[src/rtl/ifetch_unit_if.sv]
`default_nettype none
// ============================================================================
// Module      : ifetch_unit_if
// Description : Bundles the redirect inputs, the instruction-memory read
//               handshake and the fetch-queue head port of ifetch_unit.
// Revision    : 1.0 - initial release
// ============================================================================
interface ifetch_unit_if #(
   parameter int WIDTH  = 16,
   parameter int NREDIR = 4
);
   logic [NREDIR-1:0]       redir_valid;
   logic [NREDIR*WIDTH-1:0] redir_target;
   logic                    imem_read;
   logic [WIDTH-1:0]        imem_address;
   logic                    imem_resp;
   logic [WIDTH-1:0]        imem_rdata;
   logic                    fq_valid;
   logic [WIDTH-1:0]        fq_inst;
   logic [WIDTH-1:0]        fq_pc;
   logic [WIDTH-1:0]        fq_pcplus;
   logic                    fq_ready;

   // Fetch-unit side
   modport master (
      input  redir_valid, redir_target, imem_resp, imem_rdata, fq_ready,
      output imem_read, imem_address, fq_valid, fq_inst, fq_pc, fq_pcplus
   );

   // Memory / decode / redirect-source side
   modport slave (
      output redir_valid, redir_target, imem_resp, imem_rdata, fq_ready,
      input  imem_read, imem_address, fq_valid, fq_inst, fq_pc, fq_pcplus
   );
endinterface
`default_nettype wire

[src/rtl/ifetch_unit.sv]
`default_nettype none
// ============================================================================
// Module      : ifetch_unit
// Description : Fetch stage - PC register, prioritised redirect selection,
//               single-outstanding imem read handshake and a DEPTH-entry
//               fetch queue feeding the IF/ID boundary.
// Revision    : 1.0 - initial release
// ============================================================================
module ifetch_unit #(
   parameter int WIDTH    = 16,
   parameter int DEPTH    = 4,
   parameter int NREDIR   = 4,
   parameter int RESET_PC = 0,
   parameter int PC_INC   = 2
) (
   input  wire logic     clk,
   input  wire logic     rst_n,
   ifetch_unit_if.master bus
);
   localparam int                c_ptr_w    = $clog2(DEPTH);
   localparam logic [c_ptr_w:0]  c_depth    = (c_ptr_w+1)'(DEPTH);
   localparam logic [WIDTH-1:0]  c_reset_pc = WIDTH'(RESET_PC);
   localparam logic [WIDTH-1:0]  c_inc      = WIDTH'(PC_INC);

   typedef enum logic [1:0] {
      S_IDLE = 2'd0,
      S_REQ  = 2'd1,
      S_DROP = 2'd2
   } state_t;

   state_t               r_state;
   logic                 r_imem_read;
   logic [WIDTH-1:0]     r_pc;
   logic [c_ptr_w:0]     r_count;
   logic [c_ptr_w-1:0]   r_rd_ptr;
   logic [c_ptr_w-1:0]   r_wr_ptr;
   logic [WIDTH-1:0]     r_q_inst   [DEPTH];
   logic [WIDTH-1:0]     r_q_pc     [DEPTH];
   logic [WIDTH-1:0]     r_q_pcplus [DEPTH];

   logic                 w_redir;
   logic [WIDTH-1:0]     w_target;
   logic                 w_push;
   logic                 w_pop;
   logic [c_ptr_w:0]     w_count_next;
   logic                 w_room;

   // Redirect arbitration: scan from the top so the lowest set index wins
   always_comb begin
      w_redir  = 1'b0;
      w_target = '0;
      for (int i = NREDIR-1; i >= 0; i--) begin
         if (bus.redir_valid[i]) begin
            w_redir  = 1'b1;
            w_target = bus.redir_target[i*WIDTH +: WIDTH];
         end
      end
   end

   // A response that coincides with a redirect belongs to the old path
   assign w_push       = (r_state == S_REQ) && bus.imem_resp && !w_redir;
   assign w_pop        = (r_count != '0) && bus.fq_ready;
   assign w_count_next = w_redir ? '0
                       : r_count + (c_ptr_w+1)'(w_push) - (c_ptr_w+1)'(w_pop);
   assign w_room       = (w_count_next < c_depth);

   assign bus.imem_read    = r_imem_read;
   assign bus.imem_address = r_pc;
   assign bus.fq_valid     = (r_count != '0);
   assign bus.fq_inst      = r_q_inst[r_rd_ptr];
   assign bus.fq_pc        = r_q_pc[r_rd_ptr];
   assign bus.fq_pcplus    = r_q_pcplus[r_rd_ptr];

   // Fetch FSM and PC: one read outstanding; a killed read is drained in DROP
   always_ff @(posedge clk or negedge rst_n) begin
      if (!rst_n) begin
         r_state     <= S_IDLE;
         r_imem_read <= 1'b0;
         r_pc        <= c_reset_pc;
      end else begin
         case (r_state)
            S_IDLE: begin
               if (w_redir) begin
                  r_pc <= w_target;
               end
               if (w_redir || w_room) begin
                  r_state     <= S_REQ;
                  r_imem_read <= 1'b1;
               end
            end
            S_REQ: begin
               if (w_redir) begin
                  r_pc    <= w_target;
                  // Without a response the old read is still in flight
                  r_state <= bus.imem_resp ? S_REQ : S_DROP;
               end else if (bus.imem_resp) begin
                  r_pc <= r_pc + c_inc;
                  if (!w_room) begin
                     r_state     <= S_IDLE;
                     r_imem_read <= 1'b0;
                  end
               end
            end
            S_DROP: begin
               if (w_redir) begin
                  r_pc <= w_target;
               end
               if (bus.imem_resp) begin
                  r_state <= S_REQ;
               end
            end
            default: begin
               r_state     <= S_IDLE;
               r_imem_read <= 1'b0;
            end
         endcase
      end
   end

   // Fetch queue: circular buffer, flushed by any redirect
   always_ff @(posedge clk or negedge rst_n) begin
      if (!rst_n) begin
         r_count  <= '0;
         r_rd_ptr <= '0;
         r_wr_ptr <= '0;
         for (int i = 0; i < DEPTH; i++) begin
            r_q_inst[i]   <= '0;
            r_q_pc[i]     <= '0;
            r_q_pcplus[i] <= '0;
         end
      end else begin
         r_count <= w_count_next;
         if (w_redir) begin
            r_rd_ptr <= '0;
            r_wr_ptr <= '0;
         end else begin
            if (w_push) begin
               r_q_inst[r_wr_ptr]   <= bus.imem_rdata;
               r_q_pc[r_wr_ptr]     <= r_pc;
               r_q_pcplus[r_wr_ptr] <= r_pc + c_inc;
               r_wr_ptr             <= r_wr_ptr + 1'b1;
            end
            if (w_pop) begin
               r_rd_ptr <= r_rd_ptr + 1'b1;
            end
         end
      end
   end
endmodule
`default_nettype wire

[src/flat_wrapper.sv]
// flat-port wrapper written by rule: the top's interface ports become plain ports
module ifetch_unit_flat 
#(
   parameter int WIDTH    = 16,
   parameter int DEPTH    = 4,
   parameter int NREDIR   = 4,
   parameter int RESET_PC = 0,
   parameter int PC_INC   = 2
)
  (clk, rst_n, bus_redir_valid, bus_redir_target, bus_imem_resp, bus_imem_rdata, bus_fq_ready, bus_imem_read, bus_imem_address, bus_fq_valid, bus_fq_inst, bus_fq_pc, bus_fq_pcplus);
  ifetch_unit_if #(.WIDTH(WIDTH), .NREDIR(NREDIR)) bus_i ();
  input  wire logic clk;
  input  wire logic rst_n;
  input wire logic [$bits(bus_i.redir_valid)-1:0] bus_redir_valid;
  input wire logic [$bits(bus_i.redir_target)-1:0] bus_redir_target;
  input wire logic [$bits(bus_i.imem_resp)-1:0] bus_imem_resp;
  input wire logic [$bits(bus_i.imem_rdata)-1:0] bus_imem_rdata;
  input wire logic [$bits(bus_i.fq_ready)-1:0] bus_fq_ready;
  output wire logic [$bits(bus_i.imem_read)-1:0] bus_imem_read;
  output wire logic [$bits(bus_i.imem_address)-1:0] bus_imem_address;
  output wire logic [$bits(bus_i.fq_valid)-1:0] bus_fq_valid;
  output wire logic [$bits(bus_i.fq_inst)-1:0] bus_fq_inst;
  output wire logic [$bits(bus_i.fq_pc)-1:0] bus_fq_pc;
  output wire logic [$bits(bus_i.fq_pcplus)-1:0] bus_fq_pcplus;
  assign bus_i.redir_valid = bus_redir_valid;
  assign bus_i.redir_target = bus_redir_target;
  assign bus_i.imem_resp = bus_imem_resp;
  assign bus_i.imem_rdata = bus_imem_rdata;
  assign bus_i.fq_ready = bus_fq_ready;
  assign bus_imem_read = bus_i.imem_read;
  assign bus_imem_address = bus_i.imem_address;
  assign bus_fq_valid = bus_i.fq_valid;
  assign bus_fq_inst = bus_i.fq_inst;
  assign bus_fq_pc = bus_i.fq_pc;
  assign bus_fq_pcplus = bus_i.fq_pcplus;
  ifetch_unit #(.WIDTH(WIDTH), .DEPTH(DEPTH), .NREDIR(NREDIR), .RESET_PC(RESET_PC), .PC_INC(PC_INC)) u_core (.clk(clk), .rst_n(rst_n), .bus(bus_i));
endmodule
[config.mk]
export PLATFORM = sky130hd
export DESIGN_NAME = ifetch_unit_flat
export DESIGN_NICKNAME = d
export VERILOG_FILES = /design/src/rtl/ifetch_unit_if.sv /design/src/rtl/ifetch_unit.sv /design/src/flat_wrapper.sv
export SDC_FILE = /design/constraint.sdc
export NUM_CORES = 1
export LEC_CHECK = 0
export BUFFER_PORTS_ARGS = -buffer_cell sky130_fd_sc_hd__buf_4
export CORE_UTILIZATION = 38
export DETAILED_ROUTE_END_ITERATION = 6
export GPL_TIMING_DRIVEN = 0
export PLACE_DENSITY = 0.68
export SLEW_MARGIN = 30
export SYNTH_ARGS = -nofsm -noshare
export SYNTH_HDL_FRONTEND = slang
export SYNTH_SLANG_ARGS = --single-unit
[constraint.sdc]
create_clock -name clk -period 2.5 [get_ports clk]
set_clock_uncertainty 0.05 [all_clocks]
set_input_delay 0.375 -clock clk [delete_from_list [all_inputs] [get_ports clk]]
set_output_delay 0.375 -clock clk [all_outputs]
set_load 0.02 [all_outputs]
==> flow_summary.ini, run 1 <==
[run_status]
outcome = finished, violations left
violations_in_the_final_reports = DRC

[setup_path]
cp-end-kind = flop
critPathKind = flop to flop
most_common_cell_type_on_the_critical_path = inv_2
rr_endpoint = u_core.bus.imem_read
critical_path_required_ns = 2.88
crit_path_cell_trace = o31a_1, ha_1, inv_2, ha_4, inv_2, fa_2, xnor3_1, nor2_2, a211o_1, o21ai_1
critPathMaxFanout = 3
setup.worst_path.start_class = flop
reg2reg_depth = 10
timing.critical_path.arrival_ns = 2.79
cpMaxStageDelayCell = dfrtp_1
crit_path_max_incr_delay_ns = 0.40
crit_reg_reg_startpoint = u_core.r_count[2]
setup_slack_of_the_worst_register_to_register_path_ns = 0.09

[detailed_routing]
route.final.wire_length_mm = 26.3
postRouteAntennaNets = 0
route.detailed.drc = 3
via_count_of_the_routed_design = 7055
via_per_inst = 5.41
detail_route.wl_per_cell_um = 20.1
drt_first_iter_violations = 397
firstDrtPassIters = 7

[logic_synthesis]
synth_seq_area_share_pct = 52.3
synth_cells = 776
ys_async_rst_share_pct = 100
synth-compound-area-share_pct = 7.92
dominantRegCellSynth = dfrtp_1
synth.distinct_cells = 55
synth_nets = 872
syn_avg_cell_area_um2 = 13.2
synth_area_um2 = 10200
post_synth_xor_area_fraction_pct = 1.25
muxShareOfSynthArea_pct = 26.5
synthAdderAreaFrac_pct = 1.05
synth_simple_gate_area_share_pct = 7.01
ys_warn_count = 0
postSynthRegisterBits = 214
synth_edf_count = 0
largest_family_of_logic_cells_by_synthesized_area = multiplexers

[grt]
number_of_antenna_violations_at_the_first_check_in_global_routing = 0
grt_first_pass_wirelength_mm = 41.7
total_routing_usage_reported_by_global_routing_pct = 19.3
first_global_vias = 7309
grt_remaining_overflow = 0
largest_net_degree_at_the_start_of_global_routing = 90

[clocking]
cts_made_buffers = 23
cts_root_buffer = clkbuf_16
htree_levels = 1
sink_count_of_the_clock_tree = 214
clk_pin_slew_ns = 0.06
clkLatencyLatePin_ns = 0.50
cts_tree = yes
max-clock-path-buffers = 3

[min_path]
whs_endpoint = u_core.r_state[1]
hold_path_class = primary input to flop
worstHoldPathCells = 2
min-delay-start = bus_imem_resp

[floorplanning]
fp.coreArea_um2 = 26300
fp.dieW_um = 166
ioPinCount = 154
fp.dieH_um = 166
rows = 59
start_util_pct = 39.0
area_enclosed_by_the_die_boundary_um2 = 27600

[final_layout]
nFillCells = 2372
layout_commonest_cell = dfrtp_1
post_synthesis_to_final_layout_area_growth_pct = 24.5
ant_cells = 0
design.final.nets = 1054
post_route_cells_drive_above_1_share_pct = 46.1
fin_util_pct = 48.6
mostFrequentLayoutCells = 211 x dfrtp_1, 158 x buf_4, 141 x mux2_2

[flow_run]
drv_cap = 0

[placed_design]
portBuffers = 151
routabilityCongestion = 0.836
post-dp-hpwl_mm = 18.9
pre_cts_slack_ns = -0.302

[timing]
achievable-frequency_ghz = 0.415
slew_headroom_pct = 58.3
hold_viol_final = 0
final.setup.worst_slack_ns = 0.0916
final_max_slew_viol_count = 0
final_period_minus_worst_setup_slack_ns = 2.41
min_period_over_period_pct = 96.3
setup_viol = 0
grt_setup_unrepaired = false
worst_slew_pin_slew_ns = 0.626
fin_setup_tns_ns = 0

[pwr]
worst_ir_drop_vdd_v = 0.000420
report.power.total_mw = 10.3
power.density_nw_per_um2 = 804
leakage_nw = 6.03
[cell families after synthesis]
kind of cell             Yosys count
flip-flops                       214
multiplexers                     193
AND/OR/NAND/NOR                  141
AO/OA/AOI/OAI                    123
buffers and inverters             84
XOR/XNOR                          13
adder cells (fa/ha/maj)            8
[state kept, by name (all words and copies together) (netlist names)]
register and cells:
u_core.r_q_inst 64, u_core.bus.imem_read 1, u_core.bus.imem_address 16, u_core.r_q_pc 60, u_core.r_state 2, u_core.r_q_pcplus 64
u_core.r_wr_ptr 2, u_core.r_rd_ptr 2, u_core.r_count 3
[critical path, delay by kind of cell, from the launching register on]
| family | cells | cell delay [ns] |
|---|---|---|
| adders and majority gates | 3 | 0.76 |
| AOI/OAI and AO/OA | 3 | 0.68 |
| xor gates and xnor gates | 1 | 0.27 |
| buffers and inverters | 2 | 0.10 |
| DFF | 1 | 0.40 |
| and+or+nand+nor | 1 | 0.07 |
[cell usage after synthesis (4+ instances only)]
library cell    n  share of area, %
xor2_1          5              0.43
nor2b_1        10              0.61
o311a_1         5              0.49
nand3b_1        6              0.44
a211oi_1        7              0.51
a221oi_1       16               1.4
nand4_1         4              0.24
o21ai_0        46               2.2
o21a_1          6              0.44
xnor2_1         7              0.60
dfrtp_1       214                52
buf_4           5              0.37
nand3_1         7              0.34
ha_1            7              0.85
nor3_1         12              0.59
buf_6           6              0.66
nor2_1         14              0.51
a31oi_1         4              0.24
nand2_1        64               2.3
and3_1          4              0.24
or2_2           4              0.24
nor4_1          4              0.24
clkbuf_1       23              0.84
mux4_2         47                10
mux2_2        141                15
a21oi_1        19              0.93
o31ai_1         4              0.29
buf_2          25               1.2
inv_1          19              0.70
[power breakdown]
group          switching (mW)  internal, mW
logic                    1.58          1.28
clock network            1.31          2.00
registers               0.238          3.85
total                    3.13          7.14
[per-layer routing]
layer / global-route usage, % / vias to the layer above / share of wire (%)
met5: 0 / - / 0
met4: 5.80 / 0 / 2.1
met3: 3.24 / 35 / 5.3
met2: 31.9 / 186 / 48
met1: 26.1 / 3617 / 44
li1: - / 3217 / -
[metrics by stage]
stage	hold WS, ns	instances	instance area [um^2]
floorplan	0.0294	776	10300
global placement	0.407	1262	11800
detailed placement	0.314	1264	11900
CTS	0.0126	1304	12700
global route	0.0190	1304	12800
finish	0.0264	1304	12800
[what timing repair did]
item / in CTS / in global routing
setup buffers: 4 / 1
endpoints found under the hold margin: 65 / 0
hold buffers: 1 / 0
endpoints found under the setup margin: 49 / 21
pin swaps: 0 / 1
gates resized for setup: 18 / 7
[final cells by class]
class                           count  area [um^2]  share of cell area (%)
Clock buffer                       32          649                    5.09
Inverter                           19         73.8                   0.578
Sequential cell                   214         5360                    42.0
Tap cell                          335          419                    3.28
Multi-Input combinational cell    478         4520                    35.4
Timing Repair Buffer              159         1270                    9.94
Buffer                             63          397                    3.11
Clock inverter                      4         76.3                   0.598
[worst max path at each step]
stage / slack (ns) / depth (start not counted) / startpoint / to
floorplan: -0.01 / 13 / bus_redir_valid[1] / u_core.bus.imem_read
global route: 0.01 / 10 / u_core.r_count[2] / u_core.bus.imem_read
global placement: -0.58 / 1 / rst_n / u_core.r_q_inst[32]
finish: 0.09 / 10 / u_core.r_count[2] / u_core.bus.imem_read
detailed placement: -0.30 / 13 / bus_redir_valid[1] / u_core.bus.imem_read
CTS: 0.01 / 3 / u_core.r_rd_ptr[1] / bus_fq_inst[8]
No activity file was read; power rests on OpenSTA's default activity.
==> inputs of run 2 (changes only) <==
--- a/config.mk
+++ b/config.mk
@@ -6,10 +6,11 @@
 export NUM_CORES = 1
 export LEC_CHECK = 0
 export BUFFER_PORTS_ARGS = -buffer_cell sky130_fd_sc_hd__buf_4
+export CORE_ASPECT_RATIO = 1.75
 export CORE_UTILIZATION = 38
 export DETAILED_ROUTE_END_ITERATION = 6
 export GPL_TIMING_DRIVEN = 0
-export PLACE_DENSITY = 0.68
+export PLACE_DENSITY = 0.66
 export SLEW_MARGIN = 30
 export SYNTH_ARGS = -nofsm -noshare
 export SYNTH_HDL_FRONTEND = slang
==> constraint.sdc (replaced) <==
create_clock -name clk -period 2.9 [get_ports clk]
set_clock_uncertainty 0.05 [all_clocks]
set_input_delay 0.435 -clock clk [delete_from_list [all_inputs] [get_ports clk]]
set_output_delay 0.435 -clock clk [all_outputs]
set_load 0.02 [all_outputs]
==> flow_summary.ini, run 2 (synthesis gave the netlist of run 1 again) <==
[timing]
fin_setup_tns_ns = 0
min_period_over_period_pct = 96.0
final_max_slew_viol_count = 0
grt_setup_unrepaired = false
worst_slew_pin_slew_ns = 0.743
achievable-frequency_ghz = 0.359
setup_viol = 0
slew_headroom_pct = 50.5
hold_viol_final = 0
final_period_minus_worst_setup_slack_ns = 2.79

[min_path]
worstHoldPathCells = 2
hold_path_class = primary input to flop
min-delay-start = bus_imem_resp
whs_endpoint = u_core.r_state[1]

[final_layout]
post_synthesis_to_final_layout_area_growth_pct = 22.7
largest_registers = u_core.r_q_inst (64), u_core.r_q_pcplus (64), u_core.r_q_pc (60)
layout.cells.non_filler = 1288
footprint_of_the_multi_input_gates_um2 = 4490
ant_cells = 0
layout_commonest_cell = dfrtp_1
post_route_cells_drive_above_1_share_pct = 44.8
fin_util_pct = 47.3
mostFrequentLayoutCells = 214 x dfrtp_1, 156 x buf_4, 141 x mux2_2
nFillCells = 2379
register_area_um2 = 5360
design.final.nets = 1048

[placed_design]
post-dp-hpwl_mm = 19.3
portBuffers = 151
place_inst = 1253
routabilityCongestion = 0.842

[pwr]
net-switching-power_mw = 2.66
worst_ir_drop_vdd_v = 0.000389
cell_internal_pwr_mw = 6.05
report.power.total_mw = 8.71
share_comb_of_total_power_pct = 27.9
power.density_nw_per_um2 = 692
clockPowerShare_pct = 31.8
leakage_nw = 5.98
power.share.sequential_pct = 40.3
power.switching_fraction_pct = 30.6

[run_status]
outcome = finished clean

[setup_path]
reg2reg_depth = 13
setup_slack_of_the_worst_register_to_register_path_ns = 0.21
critPathKind = flop to primary output
timing.critical_path.arrival_ns = 2.30
cp-end-kind = primary output
crit_reg_reg_startpoint = u_core.r_state[1]
crit_start = u_core.r_rd_ptr[0]
setup.worst_path.start_class = flop
rr_endpoint = u_core.bus.imem_read
critical_path_required_ns = 2.41
critPathMaxFanout = 10

[grt]
total_routing_usage_reported_by_global_routing_pct = 19.3
number_of_antenna_violations_at_the_first_check_in_global_routing = 0
first_global_vias = 7413
largest_net_degree_at_the_start_of_global_routing = 75
grt_remaining_overflow = 0
grt_first_pass_wirelength_mm = 41.3

[floorplanning]
rows = 79
ioPinCount = 154
fp.dieW_um = 126
start_util_pct = 38.5
fp.dieH_um = 219
fp.coreArea_um2 = 26600
area_enclosed_by_the_die_boundary_um2 = 27700

[clocking]
cts_made_buffers = 20
cts_root_buffer = clkbuf_16
max-clock-path-buffers = 3
cts_tree = yes
clk_pin_slew_ns = 0.07
htree_levels = 1
clkLatencyLatePin_ns = 0.49
sink_count_of_the_clock_tree = 214

[detailed_routing]
via_per_inst = 5.53
via_count_of_the_routed_design = 7122
postRouteAntennaNets = 0
detail_route.wl_per_cell_um = 20.3
route.final.wire_length_mm = 26.1
firstDrtPassIters = 4
route.detailed.drc = 0
drt_first_iter_violations = 368

[flow_run]
drv_cap = 0
## run 2: cell count changes in the layout (fill, tap and decap cells not counted), sizes merged
cell,before,now
clkinvlp,1,0
clkbuf,57,54
clkinv,0,3
buf,196,192
## run 2: worst max-delay path by stage
| stage | to | cells past startpoint |
|---|---|---|
| floorplan | u_core.r_state[0] | 12 |
| detailed placement | u_core.r_state[0] | 12 |
| CTS | u_core.r_state[0] | 12 |
| global placement | u_core.r_q_pc[40] | 1 |
| finish | bus_fq_pcplus[0] | 5 |
| global route | bus_fq_inst[9] | 5 |
## run 2: worst max-delay path, cell delays in order, from the launching register on
cell and delay [ns]:
dfrtp_1 0.32, clkbuf_1 0.18, buf_2 0.42, mux4_2 0.60, buf_4 0.15, buf_4 0.14
## run 2: timing repair
| action | 4_1_cts | 5_1_grt |
|---|---|---|
| setup endpoints to repair | 28 | 2 |
| gates resized for setup | 5 | 5 |
| hold buffers | 1 | 0 |
| endpoints found under the hold margin | 67 | 0 |
| pin swaps | 0 | 0 |
| setup buffers | 0 | 0 |
## run 2: per-stage QoR
stage          setup slack [ns]  hold WS, ns  instance area (um^2)
2_1_floorplan             0.166       0.0894                 10200
3_3_place_gp             -0.254        0.406                 11800
3_5_place_dp             -0.285        0.384                 11900
4_1_cts                  0.0241        0.100                 12600
5_1_grt                 0.00642        0.116                 12600
6_report                  0.115        0.107                 12600
## run 2: metal layers
layer | wire length (um) | track usage, %
met1 | 9920 | 22.1
met2 | 14400 | 37.0
met3 | 1330 | 2.46
met4 | 454 | 5.38
met5 | 0 | 0
## run 2: layout make-up
type	instances	share of cell area [%]
clock inverter	6	0.716
timing repair buffer	154	9.59
clock buffer	28	4.79
sequential	214	42.6
buffer	65	2.83
multi-input combinational	478	35.7
tap	324	3.22
inverter	19	0.567
## run 2: power groups by stage
stage	registers [mW]	clock network, mW	logic [mW]
2_1_floorplan	3.58	0	1.35
3_3_place_gp	3.55	0	2.42
3_5_place_dp	3.56	0	2.45
4_1_cts	3.51	2.83	2.46
5_1_grt	3.55	2.93	2.61
6_report	3.51	2.77	2.43
